[src/rtl/handshake_pkg.sv]
// Shared encodings for handshake-protocol converters and endpoints.
package handshake_pkg;

  // Transmit-side four-phase FSM states
  typedef enum logic [1:0] {
    IDLE = 2'd0,
    REQ  = 2'd1,
    REL  = 2'd2
  } hs_state_e;

  // Protocol identifiers shared by converters and endpoints
  localparam int PULSE       = 1;
  localparam int VALID_READY = 2;
  localparam int HANDSHAKE   = 3;

  // Width of a counter that must be able to hold the value n (at least 1 bit)
  function automatic int cnt_w(input int n);
    return (n < 1) ? 1 : $clog2(n + 1);
  endfunction

endpackage

[src/rtl/hs_tx_fifo.sv]
// Synchronous FIFO; head word read combinationally from storage at the read pointer.
module hs_tx_fifo #(
  parameter int DATA_WIDTH = 32,
  parameter int DEPTH      = 4
) (
  input  logic                       clk,
  input  logic                       rst,
  input  logic                       push,
  input  logic [DATA_WIDTH-1:0]      wdata,
  input  logic                       pop,
  output logic [DATA_WIDTH-1:0]      head,
  output logic                       full,
  output logic                       empty,
  output logic [$clog2(DEPTH):0]     level
);

  localparam int AW = $clog2(DEPTH);
  localparam logic [AW:0] FULL_LVL = (AW+1)'(DEPTH);

  logic [DATA_WIDTH-1:0] mem [DEPTH];
  logic [AW:0]           wr_ptr, rd_ptr;
  logic                  push_ok, pop_ok;

  // Extra pointer bit distinguishes full from empty
  assign level   = wr_ptr - rd_ptr;
  assign full    = (level == FULL_LVL);
  assign empty   = (level == '0);
  assign push_ok = push && !full;
  assign pop_ok  = pop && !empty;
  assign head    = mem[rd_ptr[AW-1:0]];

  // Pointer update; reset discards all buffered words
  always_ff @(posedge clk) begin
    if (rst) begin
      wr_ptr <= '0;
      rd_ptr <= '0;
    end else begin
      if (push_ok) wr_ptr <= wr_ptr + 1'b1;
      if (pop_ok)  rd_ptr <= rd_ptr + 1'b1;
    end
  end

  // Storage write; contents need no reset since pointers gate visibility
  always_ff @(posedge clk) begin
    if (push_ok) mem[wr_ptr[AW-1:0]] <= wdata;
  end

endmodule

[src/rtl/handshake_tx.sv]
// Four-phase req/ack transmitter fed from a valid/ready stream through a small FIFO.
module handshake_tx
  import handshake_pkg::*;
#(
  parameter int DATA_WIDTH     = 32,
  parameter int DEPTH          = 4,
  parameter int TIMEOUT_CYCLES = 1024,
  parameter int COUNT_WIDTH    = 16
) (
  input  logic                       clk,
  input  logic                       rst,
  input  logic                       s_valid,
  output logic                       s_ready,
  input  logic [DATA_WIDTH-1:0]      s_data,
  output logic                       hs_req,
  input  logic                       hs_ack,
  output logic [DATA_WIDTH-1:0]      hs_data,
  output logic                       busy,
  output logic [$clog2(DEPTH):0]     fifo_level,
  output logic                       err_timeout,
  input  logic                       err_clr,
  output logic [COUNT_WIDTH-1:0]     xfer_count
);

  localparam int          TW      = cnt_w(TIMEOUT_CYCLES);
  localparam logic [TW-1:0] TMO_LIM = TW'(TIMEOUT_CYCLES);

  hs_state_e             state, state_nxt;
  logic                  fifo_full, fifo_empty;
  logic                  push, pop;
  logic [DATA_WIDTH-1:0] head;
  logic [TW-1:0]         tmo_cnt;
  logic                  tmo_hold, tmo_hit, xfer_done;

  // No write-through: a full FIFO refuses even when the FSM pops this cycle
  assign s_ready = !fifo_full;
  assign push    = s_valid && s_ready;

  hs_tx_fifo #(
    .DATA_WIDTH (DATA_WIDTH),
    .DEPTH      (DEPTH)
  ) u_fifo (
    .clk   (clk),
    .rst   (rst),
    .push  (push),
    .wdata (s_data),
    .pop   (pop),
    .head  (head),
    .full  (fifo_full),
    .empty (fifo_empty),
    .level (fifo_level)
  );

  // Next state and FIFO pop; REL goes straight back to REQ when words are waiting
  always_comb begin
    state_nxt = state;
    pop       = 1'b0;
    case (state)
      IDLE: begin
        if (!fifo_empty) begin
          pop       = 1'b1;
          state_nxt = REQ;
        end
      end
      REQ: begin
        if (hs_ack) state_nxt = REL;
      end
      REL: begin
        if (!hs_ack) begin
          if (!fifo_empty) begin
            pop       = 1'b1;
            state_nxt = REQ;
          end else begin
            state_nxt = IDLE;
          end
        end
      end
      default: state_nxt = IDLE;
    endcase
  end

  // State register
  always_ff @(posedge clk) begin
    if (rst) state <= IDLE;
    else     state <= state_nxt;
  end

  // Registered handshake outputs; hs_data loads only on pop so it holds through REL
  always_ff @(posedge clk) begin
    if (rst) begin
      hs_req  <= 1'b0;
      hs_data <= '0;
    end else begin
      hs_req <= (state_nxt == REQ);
      if (pop) hs_data <= head;
    end
  end

  assign busy      = (state != IDLE);
  assign xfer_done = (state == REL) && !hs_ack;

  // Completed four-phase cycles, free-running wrap
  always_ff @(posedge clk) begin
    if (rst)            xfer_count <= '0;
    else if (xfer_done) xfer_count <= xfer_count + 1'b1;
  end

  // Wait timer runs only while parked in REQ/REL; a limit of 0 keeps it idle
  assign tmo_hold = (state != IDLE) && (state_nxt == state);
  assign tmo_hit  = (TIMEOUT_CYCLES != 0) && tmo_hold && (tmo_cnt == TMO_LIM - 1'b1);

  // Timeout counter: clears on any state change or in IDLE, saturates at the limit
  always_ff @(posedge clk) begin
    if (rst || !tmo_hold)        tmo_cnt <= '0;
    else if (tmo_cnt != TMO_LIM) tmo_cnt <= tmo_cnt + 1'b1;
  end

  // Sticky error; a fresh hit wins over a simultaneous clear
  always_ff @(posedge clk) begin
    if (rst)          err_timeout <= 1'b0;
    else if (tmo_hit) err_timeout <= 1'b1;
    else if (err_clr) err_timeout <= 1'b0;
  end

endmodule

[config.mk]
export PLATFORM = sky130hd
export DESIGN_NAME = handshake_tx
export DESIGN_NICKNAME = d
export VERILOG_FILES = /design/src/rtl/handshake_pkg.sv /design/src/rtl/hs_tx_fifo.sv /design/src/rtl/handshake_tx.sv
export SDC_FILE = /design/constraint.sdc
export NUM_CORES = 1
export LEC_CHECK = 0
export BUFFER_PORTS_ARGS = -buffer_cell sky130_fd_sc_hd__clkbuf_2
export CELL_PAD_IN_SITES_DETAIL_PLACEMENT = 0
export CELL_PAD_IN_SITES_GLOBAL_PLACEMENT = 1
export CORE_MARGIN = 2
export CORE_UTILIZATION = 40
export DETAILED_ROUTE_END_ITERATION = 7
export PLACE_DENSITY_LB_ADDON = 0.1
export REMOVE_ABC_BUFFERS = 1
export SLEW_MARGIN = 25
export SYNTH_ARGS = -nofsm -noshare
export SYNTH_HDL_FRONTEND = slang
export SYNTH_SLANG_ARGS = --single-unit
export TNS_END_PERCENT = 5
[constraint.sdc]
create_clock -name clk -period 6.4 [get_ports clk]
set_input_delay 0.64 -clock clk [delete_from_list [all_inputs] [get_ports clk]]
set_output_delay 0.64 -clock clk [all_outputs]
set_load 0.02 [all_outputs]
==> impl_metrics.yaml, run 1 <==
power_and_ir_drop:
  total_power_w: 0.00401
  power.density_nw_per_um2: 453
  ir_drop_v: 0.000225
  p_leak_nw: 3.13
global_route:
  grt.total_usage: 0.151
  antenna_found_initial: 0
  grt_pass1_vias: 4364
  grt_pass1_wl_mm: 23.2
  grt_max_degree: 61
  gr-total-overflow: 0
sta:
  setup_slack_ns: 3.11
  finalMaxSlewViolations: 0
  setup_viol: 0
  max_clock_freq_mhz: 304
  skew_ns: 0.0135
  hold_viol: 0
  tightest_slew_ns: 0.945
  relSlewSlack: 0.370
  post-route-period-util: 0.514
  rsz0062_at_grt: "no"
  fin_crit_ns: 3.29
  fin_setup_tns_ns: 0
  hold_slack_ns: 0.426
critical_path:
  r2r_cells: 4
  critPathBufInv: 0
  path_cells: "fa_1 -> xor3_1 -> a31oi_1 -> and2_2"
  end_kind: "register"
  critical_path_depth: 4
  crit_type: "register to register"
  cp.required_ns: 6.45
  crit_arrival_ns: 3.34
  worstSetupStartpointType: "register"
  slowest_delay_ns: 0.95
  cpMaxStageDelayCell: "dfxtp_2"
  critical_path.max_fanout: 35
  worst_path_dominant_cell_family: "flip-flops"
drt:
  dr.pass1.iters: 4
  vias: 4219
  avgRoutedWirePerCell_um: 16.9
  drcViolationCount: 0
  antenna_left: 0
  wl_mm: 14.4
  vias_per_cell: 4.98
  first_iter_violations: 147
synth:
  synth_warnings: 0
  synth_flop_cell: "edfxtp_1"
  syn_inst: 512
  synth_area_um2: 7540
  synthArstFlopShare: 0
  ys_seq_area_frac: 0.693
  avgSynthCellArea_um2: 14.7
  synth_seq_cells: 197
  synth_edf_count: 128
  synth_cell_types: 46
floorplanning:
  initial_core_util: 0.406
  dieHeight_um: 141
  coreArea_um2: 18600
  dieArea_um2: 20000
  ios: 92
  die_w_um: 141
  fp-row-count: 50
placement:
  dp_hpwl_mm: 8.56
  gp_congestion: 0.712
  place_inst: 815
  preCtsSetupSlack_ns: 3.02
  io_buffers: 91
cts:
  cts_max_level: 4
  post-cts-setup-buffers: 0
  numClockSinks: 197
  clock_path_buffers: 2
  cts_resized: 0
  cts_hold_buffers: 0
  path_clk_slew_ns: 0.08
  cts_root_buf: "clkbuf_16"
  clk_latency_ns: 0.43
  cts_tree: "built"
  cts_buffers: 17
hold_path:
  whs_path_depth: 1
  hold_class: "input pin to register"
final_layout:
  stdcell_count: 848
  area_growth_pct: 17.5
  antenna_cells: 0
  drive_gt1_frac: 0.279
  num-fill-cells: 1635
  layout.nets: 648
run_status:
  status: "finished clean"
job:
  max_cap_violations: 0
through the flow:
step                instance area [um2]   util
finish                             8850  0.477
global route                       8850  0.477
CTS                                8830  0.475
detailed placement                 8210  0.442
global placement                   8210  0.442
floorplan                          7420      -
worst paths after layout:
kind                       end        startpoint  slack (ns)
max           u_fifo.mem[1][3]  u_fifo.rd_ptr[1]        3.11
min          u_fifo.mem[3][15]        s_data[15]        0.43
max reg2reg   u_fifo.mem[1][3]  u_fifo.rd_ptr[1]        3.11
min reg2reg        hs_data[29]       hs_data[29]        0.45
layout make-up:
class	count	area, um2	share of cell area
repair buffers	95	505	0.0571
inverters	11	41.3	0.00466
clock inverters	14	181	0.0205
multi-input cells	279	2170	0.245
flip-flops and latches	197	5230	0.590
clock buffers	18	439	0.0496
well taps	234	293	0.0331
layer usage:
layer,up-vias,wire [um],GRT usage
li1,2062,-,-
met5,-,0,0
met4,0,118,0.0347
met2,71,7080,0.257
met1,2079,6650,0.196
met3,7,499,0.0398
report_power, final:
group	leakage (nW)	internal, W	switching (W)
sequential	1.74	0.00161	0.000114
combinational	1.09	0.000470	0.000723
clock	0.305	0.000605	0.000494
total	3.13	0.00268	0.00133
placed cells by master, fill, tap and decap left out, types with 2 or more instances in the layout:
| master | netlist | final |
|---|---|---|
| a21oi_1 | 42 | 42 |
| and2_2 | 0 | 3 |
| and3_1 | 3 | 3 |
| and4_1 | 2 | 2 |
| buf_4 | 0 | 3 |
| bufinv_16 | 0 | 2 |
| clkbuf_16 | 0 | 17 |
| clkbuf_2 | 0 | 91 |
| clkinv_4 | 0 | 3 |
| clkinv_8 | 0 | 2 |
| dfxtp_1 | 69 | 67 |
| dfxtp_2 | 0 | 2 |
| edfxtp_1 | 128 | 128 |
| ha_1 | 9 | 9 |
| inv_1 | 11 | 10 |
| inv_6 | 0 | 4 |
| inv_8 | 0 | 2 |
| mux2i_1 | 3 | 3 |
| mux4_2 | 32 | 32 |
| nand2_1 | 78 | 78 |
| nand3_1 | 7 | 7 |
| nand3b_1 | 2 | 2 |
| nand4_1 | 8 | 8 |
| nor2_1 | 29 | 29 |
| nor2b_1 | 2 | 2 |
| nor3_1 | 3 | 3 |
| nor3b_1 | 3 | 3 |
| nor4_1 | 2 | 2 |
| o21ai_0 | 3 | 3 |
| o31ai_1 | 2 | 2 |
| or3_1 | 3 | 3 |
| or4_1 | 2 | 2 |
| xnor2_1 | 13 | 13 |
| xor2_1 | 10 | 10 |
cells by family (layout without fill, tap and decap cells):
| logic type | after synthesis | in the layout | synth area share |
|---|---|---|---|
| buf+inv | 36 | 138 | 0.0209 |
| flops | 197 | 197 | 0.693 |
| simple gates | 156 | 156 | 0.0989 |
| compound gates | 53 | 53 | 0.0383 |
| mux | 36 | 36 | 0.101 |
| xor+xnor | 24 | 24 | 0.0299 |
| fa+ha+maj | 10 | 10 | 0.0176 |
flip-flops by register name, indices dropped and copies added (netlist names):
signal	flops
u_fifo.mem	128
hs_data	32
xfer_count	16
tmo_cnt	11
u_fifo.rd_ptr	3
u_fifo.wr_ptr	3
state	2
err_timeout	1
hs_req	1
cells in the mapped netlist (2+ instances only):
cell type	n	area, um2
mux4_2	32	721
a21oi_1	42	210
edfxtp_1	128	3840
nor3b_1	3	22.5
o31ai_1	2	15.0
nand3b_1	2	15.0
buf_2	12	60.1
and4_1	2	17.5
nand4_1	8	50.1
nand3_1	7	35.0
o21ai_0	3	15.0
nor2b_1	2	12.5
nor2_1	29	109
or3_1	3	18.8
clkbuf_1	11	41.3
xor2_1	10	87.6
and2_1	4	25.0
nor4_1	2	12.5
nor3_1	3	15.0
or4_1	2	15.0
nand2_1	78	293
inv_1	11	41.3
xnor2_1	13	114
mux2i_1	3	30.0
dfxtp_1	69	1380
ha_1	9	113
and3_1	3	18.8
Note: power is estimated with default switching activity, not from simulation.
==> run 2: changes to the inputs <==
- ABC_AREA: not set -> 1
- clock period: 6.4 -> 2.7 ns (I/O delays scaled with it)
==> impl_metrics.yaml, run 2 <==
power_and_ir_drop:
  total_power_w: 0.00959
  power.density_nw_per_um2: 1050
  ir_drop_v: 0.000664
  p_leak_nw: 3.43
critical_path:
  crit_type: "register to register"
  critical_path.max_fanout: 14
  crit_arrival_ns: 2.60
  worstSetupStartpointType: "register"
  cp.required_ns: 2.85
  end_kind: "register"
global_route:
  grt_pass1_vias: 5285
  grt_pass1_wl_mm: 27.3
  gr-usage-met3: 0.0412
  gr-usage-met2: 0.287
  grt_max_degree: 68
  gr-total-overflow: 0
  met1_usage: 0.230
  grt.total_usage: 0.175
  antenna_found_initial: 0
  grt_busiest_layer: "met2"
synth:
  synthArstFlopShare: 0
  synth_most_common_cell: "nor2_1"
  synth_top_family_by_area: "simple AND/OR/NAND/NOR gates"
  yosys-top-cells-count: "nor2_1, edfxtp_1, o21ai_0, dfxtp_1, nand2_1"
  synthXorXnorAreaFrac: 0.00339
  synthAdderAreaFrac: 0.0171
  synth_seq_cells: 197
  synth_flop_cell: "edfxtp_1"
  synth_edf_count: 128
  yosys.area_share.simple: 0.138
  synth_area_um2: 7740
  syn_inst: 720
  avgSynthCellArea_um2: 10.8
  ys_top_cells_by_area: "edfxtp_1, dfxtp_1, nor2_1"
  synth_cell_types: 33
  synth.area.mux_share: 0
  synth_top_area_share: 0.496
  synth-compound-area-share: 0.116
  synth_top_cell_by_area: "edfxtp_1"
  synth_warnings: 0
  ys_seq_area_frac: 0.675
placement:
  io_buffers: 91
  dp_hpwl_mm: 10.2
  gp_congestion: 0.734
final_layout:
  antenna_cells: 0
  final_core_util: 0.483
  largest_register_ffs: 128
  area_growth_pct: 17.5
  final_common_cell: "nor2_1"
  drive_gt1_frac: 0.186
  final_cell_mix: "nor2_1, edfxtp_1, clkbuf_2"
  layout.nets: 856
drt:
  antenna_left: 0
  avgRoutedWirePerCell_um: 15.7
  vias: 5369
  vias_per_cell: 4.96
  wl_mm: 17.0
  drcViolationCount: 0
  first_iter_violations: 317
  dr.pass1.iters: 4
cts:
  clk_latency_ns: 0.44
  cts_hold_buffers: 0
  numClockSinks: 197
  cts_root_buf: "clkbuf_16"
  cts_buffers: 17
  cts_resized: 0
  cts_tree: "built"
  clock_path_buffers: 2
  path_clk_slew_ns: 0.07
  post-cts-setup-buffers: 0
  cts_max_level: 4
floorplanning:
  coreArea_um2: 18800
  ios: 92
  dieArea_um2: 20500
  fp-row-count: 50
  dieHeight_um: 143
  initial_core_util: 0.411
  die_w_um: 143
sta:
  hold_viol: 0
  max_clock_freq_mhz: 407
  post-route-period-util: 0.910
  skew_ns: 0.0161
  fin_crit_ns: 2.46
  relSlewSlack: 0.530
  setup_viol: 0
  tightest_slew_ns: 0.705
  rsz0062_at_grt: "no"
  finalMaxSlewViolations: 0
hold_path:
  hold_class: "input pin to register"
job:
  max_cap_violations: 0
run_status:
  status: "finished clean"
==> run 2: final cells by class <==
| type | count | area, um2 |
|---|---|---|
| inverters | 46 | 173 |
| flip-flops and latches | 197 | 5230 |
| well taps | 260 | 325 |
| repair buffers | 103 | 608 |
| fillers | 1694 | 9730 |
| clock buffers | 17 | 425 |
| multi-input cells | 444 | 2150 |
| clock inverters | 15 | 188 |
==> run 2: logic make-up after synthesis <==
family	Yosys count
AO/OA/AOI/OAI	169
XOR/XNOR	3
adder cells (fa/ha/maj)	10
buffers and inverters	79
flip-flops	197
AND/OR/NAND/NOR	262
==> run 2: report_power, final <==
group	internal [W]	total (W)	switching [W]
logic	0.000900	0.00302	0.00212
registers	0.00377	0.00395	0.000182
clock network	0.00141	0.00263	0.00121
total	0.00608	0.00959	0.00351
==> run 2: metrics by stage <==
step / setup WS, ns / cells / TNS, ns / area [um2] / hold slack (ns)
global placement: 0.331 / 1050 / 0 / 8490 / 0.458
floorplan: -1.55 / 687 / -212.85 / 7520 / 0.332
detailed placement: 0.237 / 1050 / 0 / 8490 / 0.464
finish: 0.242 / 1082 / 0 / 9100 / 0.0143
CTS: 0.235 / 1082 / 0 / 9100 / 0.000453
global route: 0.0175 / 1082 / 0 / 9100 / 0.0265
==> run 2: worst paths after layout <==
| kind | start | endpoint | slack (ns) | cells past startpoint |
|---|---|---|---|---|
| max | u_fifo.wr_ptr[0] | u_fifo.mem[0][1] | 0.24 | 9 |
| min | err_clr | err_timeout | 0.01 | 2 |
| min reg2reg | err_timeout | err_timeout | 0.47 | 2 |
| max reg2reg | u_fifo.wr_ptr[0] | u_fifo.mem[0][1] | 0.24 | 9 |
==> run 2: per-layer routing <==
metal	vias to the layer above	part of all wire
met2	124	0.48
li1	2670	-
met5	-	0
met4	0	0.011
met3	15	0.046
met1	2560	0.46
==> run 2: worst max-delay path, stage by stage, from the launching register on <==
cell,delay (ns)
dfxtp_1,0.38
inv_1,0.11
ha_1,0.20
fa_1,0.46
nand2_1,0.09
inv_1,0.06
nand2_1,0.11
nand2_2,0.19
nor2_4,0.36
buf_12,0.20
==> run 3: changes to the inputs <==
- CORE_ASPECT_RATIO: not set -> 2
- CORE_UTILIZATION: 40 -> 41
==> impl_metrics.yaml, run 3 (synthesis results as in run 2) <==
run_status:
  status: "finished clean"
global_route:
  grt_max_degree: 68
  gr-total-overflow: 0
  antenna_found_initial: 0
  grt_pass1_wl_mm: 28.4
  grt_pass1_vias: 5529
  grt.total_usage: 0.187
final_layout:
  stdcell_count: 1043
  layout.nets: 858
  drive_gt1_frac: 0.186
  largest_register_ffs: 128
  seq_area_um2: 5230
  area_growth_pct: 16.2
  num-fill-cells: 1761
  final_cell_mix: "nor2_1, edfxtp_1, clkbuf_2"
  final_common_cell: "nor2_1"
  antenna_cells: 0
  multi_input_area_um2: 2150
drt:
  first_iter_violations: 450
  avgRoutedWirePerCell_um: 17.2
  wl_mm: 18.0
  vias_per_cell: 5.15
  antenna_left: 0
  vias: 5373
  dr.pass1.iters: 4
  drcViolationCount: 0
cts:
  cts_buffers: 17
  clk_latency_ns: 0.43
  cts_max_level: 4
  cts_tree: "built"
  post-cts-setup-buffers: 0
  path_clk_slew_ns: 0.07
  numClockSinks: 197
  cts_root_buf: "clkbuf_16"
  clock_path_buffers: 2
  cts_resized: 0
  cts_hold_buffers: 0
critical_path:
  critPathBufInv: 2
  cp.required_ns: 2.80
  worstSetupStartpointType: "register"
  worst_path_dominant_cell_family: "simple AND/OR/NAND/NOR gates"
  crit_type: "register to register"
  crit_top_cell: "nand2_1"
  crit_arrival_ns: 2.48
  path_cells: "inv_1 -> ha_1 -> fa_1 -> nand3_1 -> nand2_1 -> nand2_1 -> nand2_2 -> nor2_4 -> buf_4"
  end_kind: "register"
  cpMaxStageDelayCell: "dfxtp_1"
  slowest_delay_ns: 0.38
  rrSetupSlack_ns: 0.31
  critical_path.max_fanout: 20
job:
  max_cap_violations: 0
placement:
  dp_hpwl_mm: 11.3
  io_buffers: 91
  gp_congestion: 0.775
  place_inst: 1011
sta:
  setup_viol: 0
  max_clock_freq_mhz: 419
  post-route-period-util: 0.884
  fin_crit_ns: 2.39
  hold_slack_ns: 0.0275
  fin_setup_tns_ns: 0
  skew_ns: 0.00930
  finalMaxSlewViolations: 0
  rsz0062_at_grt: "no"
  tightest_slew_ns: 0.724
  hold_viol: 0
  relSlewSlack: 0.517
floorplanning:
  fp-row-count: 71
  initial_core_util: 0.415
  dieArea_um2: 20100
  die_w_um: 101
  coreArea_um2: 18700
  dieHeight_um: 198
  ios: 92
power_and_ir_drop:
  p_leak_nw: 3.40
  ir_drop_v: 0.000710
  power.density_nw_per_um2: 1050
hold_path:
  hold_class: "input pin to register"
-- run 3: cell count changes in the layout (fill, tap and decap cells not counted) --
cell,change
clkinv_8,-1
inv_2,-1
buf_4,+5
inv_6,+1
clkinv_2,+2
clkbuf_8,+2
clkinv_4,-1
clkinvlp_4,+2
inv_8,-6
buf_12,-3
clkbuf_1,+2
-- run 3: final timing paths --
kind	from	cells after the start	endpoint
max	u_fifo.wr_ptr[0]	9	u_fifo.mem[3][19]
min	err_clr	2	err_timeout
max reg2reg	u_fifo.wr_ptr[0]	9	u_fifo.mem[3][19]
min reg2reg	err_timeout	2	err_timeout
-- run 3: final cells by class --
type | instances | share of cell area
clock inverters | 11 | 0.0139
flip-flops and latches | 197 | 0.581
clock buffers | 21 | 0.0512
repair buffers | 105 | 0.0651
well taps | 219 | 0.0305
multi-input cells | 444 | 0.239
inverters | 46 | 0.0192
-- run 3: power by group --
group          internal, W  switching, W  total [W]
sequential         0.00377      0.000196    0.00397
combinational     0.000860       0.00213    0.00299
clock              0.00142       0.00108    0.00250
-- run 3: through the flow --
| stage | utilization | setup WS, ns | total power, W | area (um2) |
|---|---|---|---|---|
| after floorplan | - | -1.55 | 0.00589 | 7520 |
| after global placement | 0.451 | 0.378 | 0.00703 | 8410 |
| after detailed placement | 0.451 | 0.305 | 0.00710 | 8410 |
| after CTS | 0.482 | 0.297 | 0.00962 | 9000 |
| after global routing | 0.482 | 0.159 | 0.0101 | 9000 |
| final | 0.482 | 0.313 | 0.00945 | 9000 |
-- run 3: metal layers --
| layer | GRT usage | wire length [um] | share of wire |
|---|---|---|---|
| met3 | 0.0388 | 633 | 0.035 |
| met1 | 0.197 | 6780 | 0.38 |
| met2 | 0.360 | 10300 | 0.57 |
| met4 | 0.0576 | 238 | 0.013 |
| met5 | 0 | 0 | 0 |
